### src/rtl/mem_scan_pkg.sv
// Shared types and defaults for the memory scan reader.
// The checksum output is enabled with MEM_SCAN_CHECKSUM_EN.
package mem_scan_pkg;

    localparam int DEF_ADDR_W  = 8;
    localparam int DEF_DATA_W  = 16;
    localparam int DEF_DWELL   = 500;
    localparam int RAM_LATENCY = 1;

    typedef enum logic [2:0] {
        S_IDLE    = 3'd0,
        S_ISSUE   = 3'd1,
        S_WAIT    = 3'd2,
        S_CAPTURE = 3'd3,
        S_HOLD    = 3'd4,
        S_DONE    = 3'd5
    } state_e;

endpackage

### src/rtl/mem_scan_reader_dwell_timer.sv
// Loadable down-counter that paces how long each word stays on the display.
// A load takes precedence over a decrement.
module dwell_timer #(
    parameter int CNT_W = 9
) (
    input  logic             i_clk,
    input  logic             i_rst,
    input  logic             i_load,
    input  logic [CNT_W-1:0] i_load_val,
    input  logic             i_en,
    output logic             o_zero
);

    logic [CNT_W-1:0] r_count;

    // Count register: load, decrement when enabled, otherwise hold.
    always_ff @(posedge i_clk) begin
        if (i_rst) begin
            r_count <= {CNT_W{1'b0}};
        end else if (i_load) begin
            r_count <= i_load_val;
        end else if (i_en && (r_count != {CNT_W{1'b0}})) begin
            r_count <= r_count - {{(CNT_W-1){1'b0}}, 1'b1};
        end else begin
            r_count <= r_count;
        end
    end

    assign o_zero = (r_count == {CNT_W{1'b0}});

endmodule

### src/rtl/mem_scan_reader.sv
// Scans RAM from address 0 to a programmed last address and holds each word for display.
// Define MEM_SCAN_CHECKSUM_EN to add a running checksum of the captured words.
module mem_scan_reader
    import mem_scan_pkg::*;
#(
    parameter int ADDR_W = DEF_ADDR_W,
    parameter int DATA_W = DEF_DATA_W,
    parameter int DWELL  = DEF_DWELL
) (
    input  logic              clk,
    input  logic              rst,
    input  logic              start,
    input  logic              auto,
    input  logic              step,
    input  logic              abort,
    input  logic [ADDR_W-1:0] last_addr,
    output logic [ADDR_W-1:0] ram_addr,
    output logic              ram_re,
    input  logic [DATA_W-1:0] ram_dout,
    output logic [ADDR_W-1:0] disp_addr,
    output logic [DATA_W-1:0] disp_data,
    output logic              busy,
`ifdef MEM_SCAN_CHECKSUM_EN
    output logic [DATA_W-1:0] checksum,
`endif
    output logic              done
);

    localparam int CNT_W = (DWELL > 1) ? $clog2(DWELL) : 1;
    localparam logic [CNT_W-1:0] DWELL_LOAD = CNT_W'(DWELL - 1);

    state_e            r_state;
    state_e            w_next;
    logic              w_advance;
    logic              w_start_acc;
    logic              w_zero;
    logic              w_load;
    logic              w_en;
    logic [ADDR_W-1:0] r_lim;
    logic [ADDR_W-1:0] r_ram_addr;
    logic              r_ram_re;
    logic [ADDR_W-1:0] r_disp_addr;
    logic [DATA_W-1:0] r_disp_data;
    logic              r_busy;
    logic              r_done;

    // The counter is reloaded on every capture and only runs in HOLD with auto set,
    // so dropping auto freezes it and the remaining dwell resumes later.
    assign w_load = (r_state == S_CAPTURE);
    assign w_en   = (r_state == S_HOLD) && auto && !abort;

    dwell_timer #(.CNT_W(CNT_W)) u_dwell (
        .i_clk      (clk),
        .i_rst      (rst),
        .i_load     (w_load),
        .i_load_val (DWELL_LOAD),
        .i_en       (w_en),
        .o_zero     (w_zero)
    );

    // Next-state logic; abort overrides every other request.
    always_comb begin
        w_next      = r_state;
        w_advance   = 1'b0;
        w_start_acc = 1'b0;
        if (abort) begin
            w_next = S_IDLE;
        end else begin
            case (r_state)
                S_IDLE, S_DONE: begin
                    if (start) begin
                        w_start_acc = 1'b1;
                        w_next      = S_ISSUE;
                    end else begin
                        w_next = r_state;
                    end
                end
                S_ISSUE:   w_next = S_WAIT;
                S_WAIT:    w_next = S_CAPTURE;
                S_CAPTURE: w_next = S_HOLD;
                S_HOLD: begin
                    if (auto) begin
                        w_advance = w_zero;
                    end else begin
                        w_advance = step;
                    end
                    if (!w_advance) begin
                        w_next = S_HOLD;
                    end else if (r_ram_addr == r_lim) begin
                        w_next = S_DONE;
                    end else begin
                        w_next = S_ISSUE;
                    end
                end
                default:   w_next = S_IDLE;
            endcase
        end
    end

    // State, address and display registers; control outputs are registered from the next state.
    always_ff @(posedge clk) begin
        if (rst) begin
            r_state     <= S_IDLE;
            r_lim       <= {ADDR_W{1'b0}};
            r_ram_addr  <= {ADDR_W{1'b0}};
            r_ram_re    <= 1'b0;
            r_disp_addr <= {ADDR_W{1'b0}};
            r_disp_data <= {DATA_W{1'b0}};
            r_busy      <= 1'b0;
            r_done      <= 1'b0;
        end else begin
            r_state  <= w_next;
            r_ram_re <= (w_next == S_ISSUE);
            r_busy   <= (w_next != S_IDLE) && (w_next != S_DONE);
            r_done   <= (w_next == S_DONE);
            if (w_start_acc) begin
                r_lim      <= last_addr;
                r_ram_addr <= {ADDR_W{1'b0}};
            end else if (w_advance && (r_ram_addr != r_lim)) begin
                r_ram_addr <= r_ram_addr + ADDR_W'(1);
            end else begin
                r_ram_addr <= r_ram_addr;
            end
            if ((r_state == S_CAPTURE) && !abort) begin
                r_disp_addr <= r_ram_addr;
                r_disp_data <= ram_dout;
            end else begin
                r_disp_data <= r_disp_data;
            end
        end
    end

`ifdef MEM_SCAN_CHECKSUM_EN
    logic [DATA_W-1:0] r_checksum;

    // Running modulo-2^DATA_W sum of every captured word in the current scan.
    always_ff @(posedge clk) begin
        if (rst) begin
            r_checksum <= {DATA_W{1'b0}};
        end else if (w_start_acc) begin
            r_checksum <= {DATA_W{1'b0}};
        end else if ((r_state == S_CAPTURE) && !abort) begin
            r_checksum <= r_checksum + ram_dout;
        end else begin
            r_checksum <= r_checksum;
        end
    end

    assign checksum = r_checksum;
`endif

    assign ram_addr  = r_ram_addr;
    assign ram_re    = r_ram_re;
    assign disp_addr = r_disp_addr;
    assign disp_data = r_disp_data;
    assign busy      = r_busy;
    assign done      = r_done;

endmodule
### config.mk
export PLATFORM = sky130hd
export DESIGN_NAME = mem_scan_reader
export DESIGN_NICKNAME = d
export VERILOG_FILES = /design/src/rtl/mem_scan_pkg.sv /design/src/rtl/mem_scan_reader_dwell_timer.sv /design/src/rtl/mem_scan_reader.sv
export SDC_FILE = /design/constraint.sdc
export NUM_CORES = 1
export LEC_CHECK = 0
export CAP_MARGIN = 10
export CORE_ASPECT_RATIO = 1.25
export CORE_MARGIN = 8
export CORE_UTILIZATION = 50
export DETAILED_ROUTE_END_ITERATION = 12
export GPL_TIMING_DRIVEN = 0
export PLACE_DENSITY = 0.81
export SYNTH_ARGS = -nofsm -noshare
export SYNTH_HDL_FRONTEND = slang
export SYNTH_SLANG_ARGS = --single-unit
### constraint.sdc
create_clock -name clk -period 3.5 [get_ports clk]
set_input_delay 0.7 -clock clk [delete_from_list [all_inputs] [get_ports clk]]
set_output_delay 0.7 -clock clk [all_outputs]
set_load 0.005 [all_outputs]
==> flow_metrics.tcl <==
set metrics [dict create \
    hold_class "register to register" \
    grt_pass1_wl_um 9791 \
    drc_errors 0 \
    synth_nets 318 \
    dieArea_mm2 0.007336 \
    rows 28 \
    start_util_pct 51.55 \
    synth.distinct_cells 39 \
    clk_latency_ps 310 \
    fin_ws_ps 1056 \
    die_h_um 93.78 \
    clkTransAtPathRegs_ps 100 \
    power.density_mw_per_mm2 340.6 \
    num_vias 2251 \
    layout_min_cycle_time_ps 2444 \
    final_cell_area_mm2 0.003211 \
    initialDrtViolationCount 152 \
    relSlewSlack_pct 57.93 \
    grt_usage_pct 16.37 \
    gp_congestion 0.8254 \
    final_util_pct 68.39 \
    outcome "completed" \
    cts.path.max_buffers 2 \
    setup_viol 0 \
    worst_slew_pin_slew_ps 624.5 \
    drt_first_pass_iters 4 \
    boundaryPins 65 \
    ys_seq_area_share_pct 45.50 \
    drive_gt1_share_pct 4.202 \
    synth-edff-count 0 \
    fmax_ghz 0.4092 \
    cts-resized-gates 0 \
    ir_worst_vdd_mv 0.2266 \
    clock_sinks 55 \
    grt_pass1_vias 2122 \
    final_common_cell "clkdlybuf4s50_1" \
    synthTopCellsByArea "dfxtp_1 (46%), a21oi_1 (8.5%), nand2_1 (7.9%)" \
    final.fill_count 394 \
    holdBufCountCts 0 \
    finalNonFillerCells 417 \
    avgViaCountPerCell 5.398 \
    core_area_mm2 0.004695 \
    antenna_found_initial 0 \
    syn_avg_cell_area_um2 8.461 \
    yosysWarnings 0 \
    fin_skew_ps 10.58 \
    yosysTopAreaCellShare_pct 45.50 \
    setup.worst_path.end_class "register" \
    tritoncts "built" \
    numCtsBuffers 5 \
    root_buffer "clkbuf_8" \
    arrival_ps 2690 \
    maxCapViolCount 0 \
    cp_max_fo 4 \
    final_hold_viol_count 0 \
    leakage_nw 1.094 \
    place_inst 409 \
    routed_wl_um 5947 \
    fin_setup_tns_ps 0 \
    ys_ff_latch 55 \
    critPathLaunchType "register" \
    grt_overflow 0 \
    post_cts_buffers 0 \
    wl_per_cell_um 14.26 \
    dp_hpwl_um 4469 \
    synth_cells 286 \
    crit_required_ps 3750 \
    final_cell_mix "clkdlybuf4s50_1 (63), dfxtp_1 (55), nand2_1 (51), a21oi_1 (41), clkbuf_1 (17)" \
    synthFlopType "dfxtp_1" \
    grt_max_degree 17 \
    htreeDepth 2 \
    n_antenna_cell 0 \
    synth_area_mm2 0.002420 \
    preCtsSetupSlack_ps 833.7 \
    slew_violations 0 \
    nNetsFinal 388 \
    area_growth_pct 32.68 \
    die_x_um 78.23 \
    rsz0062_at_grt "no" \
    final_antenna_net_count 0 \
    port_buffers 63 \
    place_area_mm2 0.003126 \
    crit_type "register to register" \
    fin_crit_sh_pct 69.82 \
    synth_async_sr_flop_share_pct 0 \
    synth_top_area_cell "dfxtp_1" \
]
[routing by layer]
| metal | track usage [%] | part of all wire, % | up-vias |
|---|---|---|---|
| met5 | 0 | 0 | - |
| met4 | 6.502 | 1.7 | 0 |
| met3 | 5.747 | 7.0 | 12 |
| met2 | 29.55 | 53 | 62 |
| met1 | 16.76 | 39 | 1047 |
| li1 | - | - | 1130 |
[critical path, stage by stage (launching register included)]
cell     delay (ps)
dfxtp_1         360
inv_1            70
ha_1            160
or3b_2          520
o41ai_2         590
nand4_1         200
or3_1           340
a21oi_1         150
[cell type report]
class                      instances  area (um^2)  share of cell area [%]
multi-input combinational        209         1229                   38.27
sequential                        55         1101                   34.29
timing repair buffer              63        630.6                   19.64
buffer                            19        78.83                   2.455
tap                               60        75.07                   2.338
clock buffer                       6        72.57                   2.260
clock inverter                     2        12.51                  0.3897
inverter                           3        11.26                  0.3507
[per-stage QoR]
step / hold WS, ps / power (W)
3_3_place_gp: 440.9 / 0.0007540
6_report: 457.1 / 0.001093
4_1_cts: 459.6 / 0.001096
5_1_grt: 471.5 / 0.001128
2_1_floorplan: 452.7 / 0.0007077
3_5_place_dp: 446.2 / 0.0007560
[power by group]
part	internal, W	switching, W
Sequential	0.000633	0.00000450
Clock	0.000141	0.000210
Combinational	0.0000577	0.0000477
Total	0.000831	0.000263
[synth_stat cells (2+ instances only)]
master and n:
xnor2_1 15, clkbuf_1 16, nand3_1 8, nand4_1 3, nor3b_1 3, xor2_1 2
and4_1 2, ha_1 2, o31ai_1 4, or4_1 5, or3b_2 2, inv_1 3
nor2b_1 2, o21ai_0 8, dfxtp_1 55, nor3_1 9, nand2_1 51, a21oi_1 41
or3_1 5, mux2i_1 8, buf_1 2, nor2_1 15, and3_1 2, nand2b_1 6
nor4_1 3
[cells by family after synthesis]
group | synth area share, %
simple gates | 24.87
buf+inv | 3.723
fa+ha+maj | 1.034
xor+xnor | 6.153
compound gates | 14.94
mux | 3.775
flops | 45.50
[registers in the layout, indices dropped and copies added, names as in the netlist]
register,count
busy,1
disp_data,16
done,1
r_state,3
ram_re,1
u_dwell.r_count,9
disp_addr,8
r_lim,8
ram_addr,8
[final timing paths]
path	from	end	slack [ps]	cells after the start
worst min register to register	disp_data[0]	disp_data[0]	460	2
worst max-delay path	u_dwell.r_count[0]	ram_addr[4]	1060	7
worst min-delay path	disp_data[0]	disp_data[0]	460	2
worst max register to register	u_dwell.r_count[0]	ram_addr[4]	1060	7
(Power assumes the default switching activity.)
